==> src/rtl/com_cdc_hs_tx_if.sv <==
// Local valid/ready word interface for the CDC handshake transmitter.
//   ivld  : producer -> block, word valid
//   idata : producer -> block, word (DATA_W bits)
//   irdy  : block -> producer, block can take a word this cycle
// The producer must hold ivld/idata until irdy=1.
interface com_cdc_hs_tx_if #(
   parameter int DATA_W = 32
);
   logic              ivld;
   logic              irdy;
   logic [DATA_W-1:0] idata;

   modport master (output ivld, output idata, input irdy);
   modport slave  (input ivld, input idata, output irdy);
endinterface

==> src/rtl/com_cdc_hs_tx.sv <==
// Source (transmit) end of a multi-bit clock-domain-crossing handshake.
// A word is taken on the local valid/ready interface and held on odata.
// The far domain is told about it by toggling oreq. The block then waits
// until the far end's toggle acknowledge, resynchronised through SYNC_S
// flops, matches oreq again. The far end samples odata only after its own
// synchronised copy of oreq has toggled, so odata is safe to cross.
//
// Ports
//   iclk   in   source-domain clock
//   irst   in   synchronous reset, active-high
//   bus    if   slave side of the valid/ready word interface (ivld, idata, irdy)
//   odata  out  held word to the far domain, changes only on accept
//   oreq   out  2-phase toggle request
//   iack   in   2-phase toggle acknowledge, asynchronous to iclk
//   obusy  out  transfer in flight
//   oerr   out  sticky acknowledge-timeout flag (0 when TO_CYC=0)
//   iclr   in   clears oerr
//
// State table
//   IDLE | ready for a word; irdy=1
//   WAIT | request outstanding; waiting for ack_s to match oreq
module com_cdc_hs_tx #(
   parameter int DATA_W = 32,
   parameter int SYNC_S = 2,
   parameter int TO_CYC = 0
) (
   input  logic              iclk,
   input  logic              irst,
   com_cdc_hs_tx_if.slave    bus,
   output logic [DATA_W-1:0] odata,
   output logic              oreq,
   input  logic              iack,
   output logic              obusy,
   output logic              oerr,
   input  logic              iclr
);

   typedef enum logic {
      IDLE = 1'b0,
      WAIT = 1'b1
   } state_e;

   state_e            state_q, state_d;
   logic [DATA_W-1:0] odata_q, odata_d;
   logic              oreq_q, oreq_d;
   (* ASYNC_REG = "TRUE" *) logic [SYNC_S-1:0] ack_sync_q;
   logic [SYNC_S-1:0] ack_sync_d;
   logic              ack_s;
   logic              accept;
   logic              ack_match;

   // Plain shift synchroniser; bit 0 is the metastable capture stage.
   always_comb begin
      ack_sync_d = {ack_sync_q[SYNC_S-2:0], iack};
   end

   assign ack_s = ack_sync_q[SYNC_S-1];

   always_comb begin
      state_d   = state_q;
      odata_d   = odata_q;
      oreq_d    = oreq_q;
      accept    = 1'b0;
      ack_match = 1'b0;
      case (state_q)
         IDLE: begin
            if (bus.ivld) begin
               accept  = 1'b1;
               odata_d = bus.idata;
               oreq_d  = ~oreq_q;
               state_d = WAIT;
            end
         end
         WAIT: begin
            // Request and acknowledge levels equal means the far end has seen
            // the latest toggle and answered it.
            if (ack_s == oreq_q) begin
               ack_match = 1'b1;
               state_d   = IDLE;
            end
         end
         default: state_d = IDLE;
      endcase
   end

   always_ff @(posedge iclk) begin
      if (irst) begin
         state_q    <= IDLE;
         odata_q    <= '0;
         oreq_q     <= 1'b0;
         ack_sync_q <= '0;
      end else begin
         state_q    <= state_d;
         odata_q    <= odata_d;
         oreq_q     <= oreq_d;
         ack_sync_q <= ack_sync_d;
      end
   end

   assign bus.irdy = (state_q == IDLE);
   assign obusy    = (state_q == WAIT);
   assign odata    = odata_q;
   assign oreq     = oreq_q;

   if (TO_CYC > 0) begin : g_to
      localparam int                CNT_W   = $clog2(TO_CYC + 1);
      localparam logic [CNT_W-1:0] CNT_MAX = CNT_W'(TO_CYC);

      logic [CNT_W-1:0] cnt_q, cnt_d;
      logic             oerr_q, oerr_d;
      logic             to_hit;

      // The flag is raised only on the edge the counter arrives at TO_CYC,
      // so a clear while still waiting at saturation stays cleared.
      always_comb begin
         cnt_d  = cnt_q;
         to_hit = 1'b0;
         if (accept) begin
            cnt_d = '0;
         end else if ((state_q == WAIT) && !ack_match && (cnt_q != CNT_MAX)) begin
            cnt_d  = cnt_q + 1'b1;
            to_hit = (cnt_d == CNT_MAX);
         end
         oerr_d = oerr_q;
         if (iclr) begin
            oerr_d = 1'b0;
         end
         if (to_hit) begin
            oerr_d = 1'b1;
         end
      end

      always_ff @(posedge iclk) begin
         if (irst) begin
            cnt_q  <= '0;
            oerr_q <= 1'b0;
         end else begin
            cnt_q  <= cnt_d;
            oerr_q <= oerr_d;
         end
      end

      assign oerr = oerr_q;
   end else begin : g_no_to
      logic unused_to;
      assign unused_to = iclr ^ accept;
      assign oerr      = 1'b0;
   end

endmodule
==> src/flat_wrapper.sv <==
// flat-port wrapper written by rule: the top's interface ports become plain ports
module com_cdc_hs_tx_flat 
#(
   parameter int DATA_W = 32,
   parameter int SYNC_S = 2,
   parameter int TO_CYC = 0
)
  (iclk, irst, odata, oreq, iack, obusy, oerr, iclr, bus_ivld, bus_idata, bus_irdy);
  com_cdc_hs_tx_if #(.DATA_W(DATA_W)) bus_i ();
  input  logic iclk;
  input  logic irst;
  output logic [DATA_W-1:0] odata;
  output logic oreq;
  input  logic iack;
  output logic obusy;
  output logic oerr;
  input  logic iclr;
  input wire logic [$bits(bus_i.ivld)-1:0] bus_ivld;
  input wire logic [$bits(bus_i.idata)-1:0] bus_idata;
  output wire logic [$bits(bus_i.irdy)-1:0] bus_irdy;
  assign bus_i.ivld = bus_ivld;
  assign bus_i.idata = bus_idata;
  assign bus_irdy = bus_i.irdy;
  com_cdc_hs_tx #(.DATA_W(DATA_W), .SYNC_S(SYNC_S), .TO_CYC(TO_CYC)) u_core (.iclk(iclk), .irst(irst), .bus(bus_i), .odata(odata), .oreq(oreq), .iack(iack), .obusy(obusy), .oerr(oerr), .iclr(iclr));
endmodule
==> config.mk <==
export PLATFORM = sky130hd
export DESIGN_NAME = com_cdc_hs_tx_flat
export DESIGN_NICKNAME = d
export VERILOG_FILES = /design/src/rtl/com_cdc_hs_tx_if.sv /design/src/rtl/com_cdc_hs_tx.sv /design/src/flat_wrapper.sv
export SDC_FILE = /design/constraint.sdc
export NUM_CORES = 1
export LEC_CHECK = 0
export CAP_MARGIN = 20
export CELL_PAD_IN_SITES_DETAIL_PLACEMENT = 0
export CELL_PAD_IN_SITES_GLOBAL_PLACEMENT = 1
export CORE_UTILIZATION = 24
export DETAILED_ROUTE_END_ITERATION = 10
export GPL_ROUTABILITY_DRIVEN = 1
export PLACE_DENSITY_LB_ADDON = 0.12
export SYNTH_ARGS = -nofsm -noshare
export SYNTH_HDL_FRONTEND = slang
export SYNTH_SLANG_ARGS = --single-unit
==> constraint.sdc <==
create_clock -name iclk -period 1.06 [get_ports iclk]
set_clock_uncertainty 0.05 [all_clocks]
set_input_delay 0.265 -clock iclk [delete_from_list [all_inputs] [get_ports iclk]]
set_output_delay 0.265 -clock iclk [all_outputs]
set_load 0.01 [all_outputs]
# Yosys cells after proc, flatten, opt, wreduce, memory -nomap -nowiden

Cells that the tools add are included.

Flip-flop bits (word level): 36
Latch bits: 0
RAM bits: 0
Bits in read-only memories: 0
Output and inout bits: 36
Logic and storage cells: 11
Memories: 0

$add $sub $neg: 0
Multipliers: 0
Div/mod/pow operators: 0
Order comparisons: 0
Equal/unequal tests: 1
Shift-type cells: 0
Muxes and demuxes: 3
Bitwise operators: 2
Reductions and logical operators: 1

Operators with widths:

| kind              | count |
|---|---|
| $mux W1           | 2 |
| $not A1 Y1        | 2 |
| $pmux W1 S2       | 1 |
| $reduce_and A2 Y1 | 1 |
| $eq A1 B1 Y1      | 1 |

# Logic depth before layout (Yosys ltp)

Depth in word-level cells: 3
Gate-level depth with buffers: 5
Depth with buffers taken out: 3

# Least setup slack after synthesis

Ideal clock, no wire load.

Path type: flip-flop to flip-flop
From: reg u_core.state_q (netlist: u_core.obusy)
To: reg u_core.odata_q[10] (netlist: u_core.odata[10])
Library setup time: 0.124 ns
Arrival: 0.915 ns
Required time: 0.886 ns
Setup slack: -0.029 ns
Cell stages (with the launch flop): 5
Path buffers: 1
Period minus slack after synthesis: 1.089 ns
Cell sequence: dfxtp_1 > or2b_4 > clkbuf_8 > nand2_1 > a21oi_2

Longest elaborated chain between the ends: 2

Ends and longest elaborated chain:

| what                               | line                | RTL |
|---|---|---|
| start: declaration                 | com_cdc_hs_tx.sv:43 | `state_e state_q, state_d;` |
| start signal: assignment           | com_cdc_hs_tx.sv:93 | `state_q <= state_d;` |
| $not A1 Y1                         | n/a                 |  |
| $reduce_and A2 Y1 (no source line) | n/a                 |  |
| end signal: assignment             | com_cdc_hs_tx.sv:94 | `odata_q <= odata_d;` |
| end: declaration                   | com_cdc_hs_tx.sv:44 | `logic [DATA_W-1:0] odata_q, odata_d;` |

Every way passes these cells.
A chain may end at the register's enable or synchronous reset.

# Final worst setup path

From: reg u_core.state_q (netlist: u_core.obusy)
To: reg u_core.oreq_q (netlist: u_core.oreq)

Longest elaborated chain between the ends: 2

Ends and longest elaborated chain:

| what                               | line                | RTL |
|---|---|---|
| $not A1 Y1                         | n/a                 |  |
| $reduce_and A2 Y1 (no source line) | n/a                 |  |
| end signal: assignment             | com_cdc_hs_tx.sv:95 | `oreq_q <= oreq_d;` |
| end: declaration                   | com_cdc_hs_tx.sv:45 | `logic oreq_q, oreq_d;` |

Every way passes these cells.

==> out/metrics.cfg <==
[final_layout]
area.growth.synth_to_final_pct=87.3
layout-drive-gt1-share=0.535
stdcell_count=317
fin_nets=281
diodes=0

[global_routing]
overflow=0
use_met3=0.0518
grt_util_met1=0.166
track_usage=0.139
grt_pass1_wl_mm=6.42
grt_max_degree=37
grtUsageMet2=0.234
gr-max-usage-layer=met2
antenna_found_initial=0
grt_pass1_vias=1316

[worst_setup_path]
r2r-end=u_core.oreq$_SDFFE_PP0P_
crit_path_end_kind=flop
cp-start-kind=flop
r2r_slack_ns=-0.12
crit_path_max_fanout=9
r2r_cells=6
arrival_ns=1.30
critPathRequiredTime_ns=1.18
rr_startpoint=u_core.obusy$_SDFF_PP0_
crit_type=flop to flop

[logic_synthesis]
yosys_warnings=0
syn_area_per_cell_um2=8.92
ys_types=18
post-synth-top-count-cell=nand2_1
synth-seq-cells=36
synthCells=155
synth_area_um2=1380
synth-main-ff-cell=dfxtp_1
seq_area_frac_synth=0.521
synthTopCellsByCount=64 x nand2_1, 36 x dfxtp_1, 19 x a21oi_1
synth_edf_count=0
synth_nets=192
synth_area_leaders=dfxtp_1 52%, nand2_1 17%, a21oi_2 8.9%
synth_top_area_frac=0.521
async_reset_ff_frac=0
synth_top_cell_by_area=dfxtp_1

[floorplan]
start_util=0.250
core_um2=5540
fp.dieH_um=77.9
boundaryPins=73
die_x_um=77.9
rows=27
dieArea_um2=6070

[placed_design]
port_buffers=70
pre_cts_ws_ns=-0.455
gp_congestion=0.667
dpl.hpwl_mm=2.32
place_inst=298

[detailed_routing]
antenna_left=0
wl_mm=4.09
viasPerCell=4.17
vias=1322
drtIter0Drc=69
wl_per_cell_um=12.9
drc=0
dr.pass1.iters=4

[sta]
fin_tns_setup_ns=-3.11
rsz0062_at_grt=yes
layout_setup_ws_ns=-0.118
max_freq_mhz=849
hold_slack_ns=0.340
drv_slew=0
fin_crit_ns=1.18
hold_viol=0
finalSetupViolations=37
timing.final.crit_share=1.11

[cts]
tritoncts=done
ctsHtreeMaxLevel=2
postCtsHoldBufs=0
clock-sinks=36
clk_pin_slew_ns=0.07
root_buffer=clkbuf_8
clk_latency_ns=0.28
numCtsBuffers=5
clock_path_buffers=2

[pwr]
powerDensity_nw_per_um2=1390
irDropWorstVdd_v=0.000725
leakage_nw=1.08

[hold_path]
hold_path_end=u_core.odata[15]$_SDFFE_PP0P_
hold_path_depth=3
hold_start=irst
hold_path.class=input port to flop

[run]
maxCapViolCount=0

[status]
status=finished, violations left
violations=negative setup slack

## layout by cell type, fill, tap and decap left out, types with 5 or more instances in the layout
cell              n
a21oi_1          15
buf_6            34
a21oi_2          18
buf_4            15
dfxtp_2          33
nand2_4           5
clkbuf_8          7
clkdlybuf4s50_1  33
nand2_1          54
nand2_2           5
## critical path: stages (launching register included)
cell,delay (ns)
dfxtp_2,0.33
buf_6,0.13
nor2b_4,0.12
buf_12,0.14
buf_12,0.13
xnor2_1,0.11
nor2_1,0.05
## metal layers
metal | wire length [um] | part of all wire
met4 | 17 | 0.0042
met1 | 1810 | 0.44
met2 | 2000 | 0.49
met3 | 260 | 0.064
met5 | 0 | 0
## cell type report
cell class              instances  area, um^2
clock buffers                   7        96.3
repair buffers                 92         996
flip-flops and latches         36         762
fillers                       528        2950
multi-input cells             108         612
clock inverters                 1        30.0
inverters                       1        3.75
well taps                      72        90.1
## registers in the layout, indices dropped and copies added, names as in the netlist
name               flops
u_core.odata          32
u_core.ack_sync_q      2
u_core.obusy           1
u_core.oreq            1
## what timing repair did
item / CTS / global route
endpoints found under the setup margin: 69 / 69
gates resized for setup: 210 / 20
buffers inserted: 2 / 5
gates cloned: 4 / 1
pin swaps: 0 / 2
## worst max-delay path by stage
stage / start / end / slack [ns] / depth (start not counted)
finish: u_core.obusy$_SDFF_PP0_ / u_core.oreq$_SDFFE_PP0P_ / -0.12 / 6
global route: u_core.obusy$_SDFF_PP0_ / u_core.oreq$_SDFFE_PP0P_ / -0.16 / 6
CTS: u_core.obusy$_SDFF_PP0_ / u_core.oreq$_SDFFE_PP0P_ / -0.11 / 6
detailed placement: bus_ivld / u_core.odata[14]$_SDFFE_PP0P_ / -0.46 / 4
global placement: bus_ivld / u_core.odata[29]$_SDFFE_PP0P_ / -0.43 / 4
floorplan: u_core.obusy$_SDFF_PP0_ / u_core.odata[10]$_SDFFE_PP0P_ / 0.002 / 4
## where the power goes
part           switching [mW]  leakage [nW]  internal, mW
logic                   0.314         0.708         0.467
registers              0.0584         0.309          1.45
clock network           0.476        0.0645         0.830
total                   0.848          1.08          2.75
## through the flow
step / power, mW / utilization / instance area, um^2
3_3_place_gp: 2.13 / 0.389 / 2150
6_report: 3.60 / 0.467 / 2590
3_5_place_dp: 2.14 / 0.389 / 2150
4_1_cts: 3.59 / 0.441 / 2440
2_1_floorplan: 1.81 / - / 1380
5_1_grt: 3.79 / 0.467 / 2590
## cell families after synthesis
kind of cell	synth area share
AND/OR/NAND/NOR	0.203
flip-flops	0.521
AO/OA/AOI/OAI	0.157
other	0.00271
buffers and inverters	0.103
XOR/XNOR	0.0127
No activity file was read; power rests on OpenSTA's default activity.
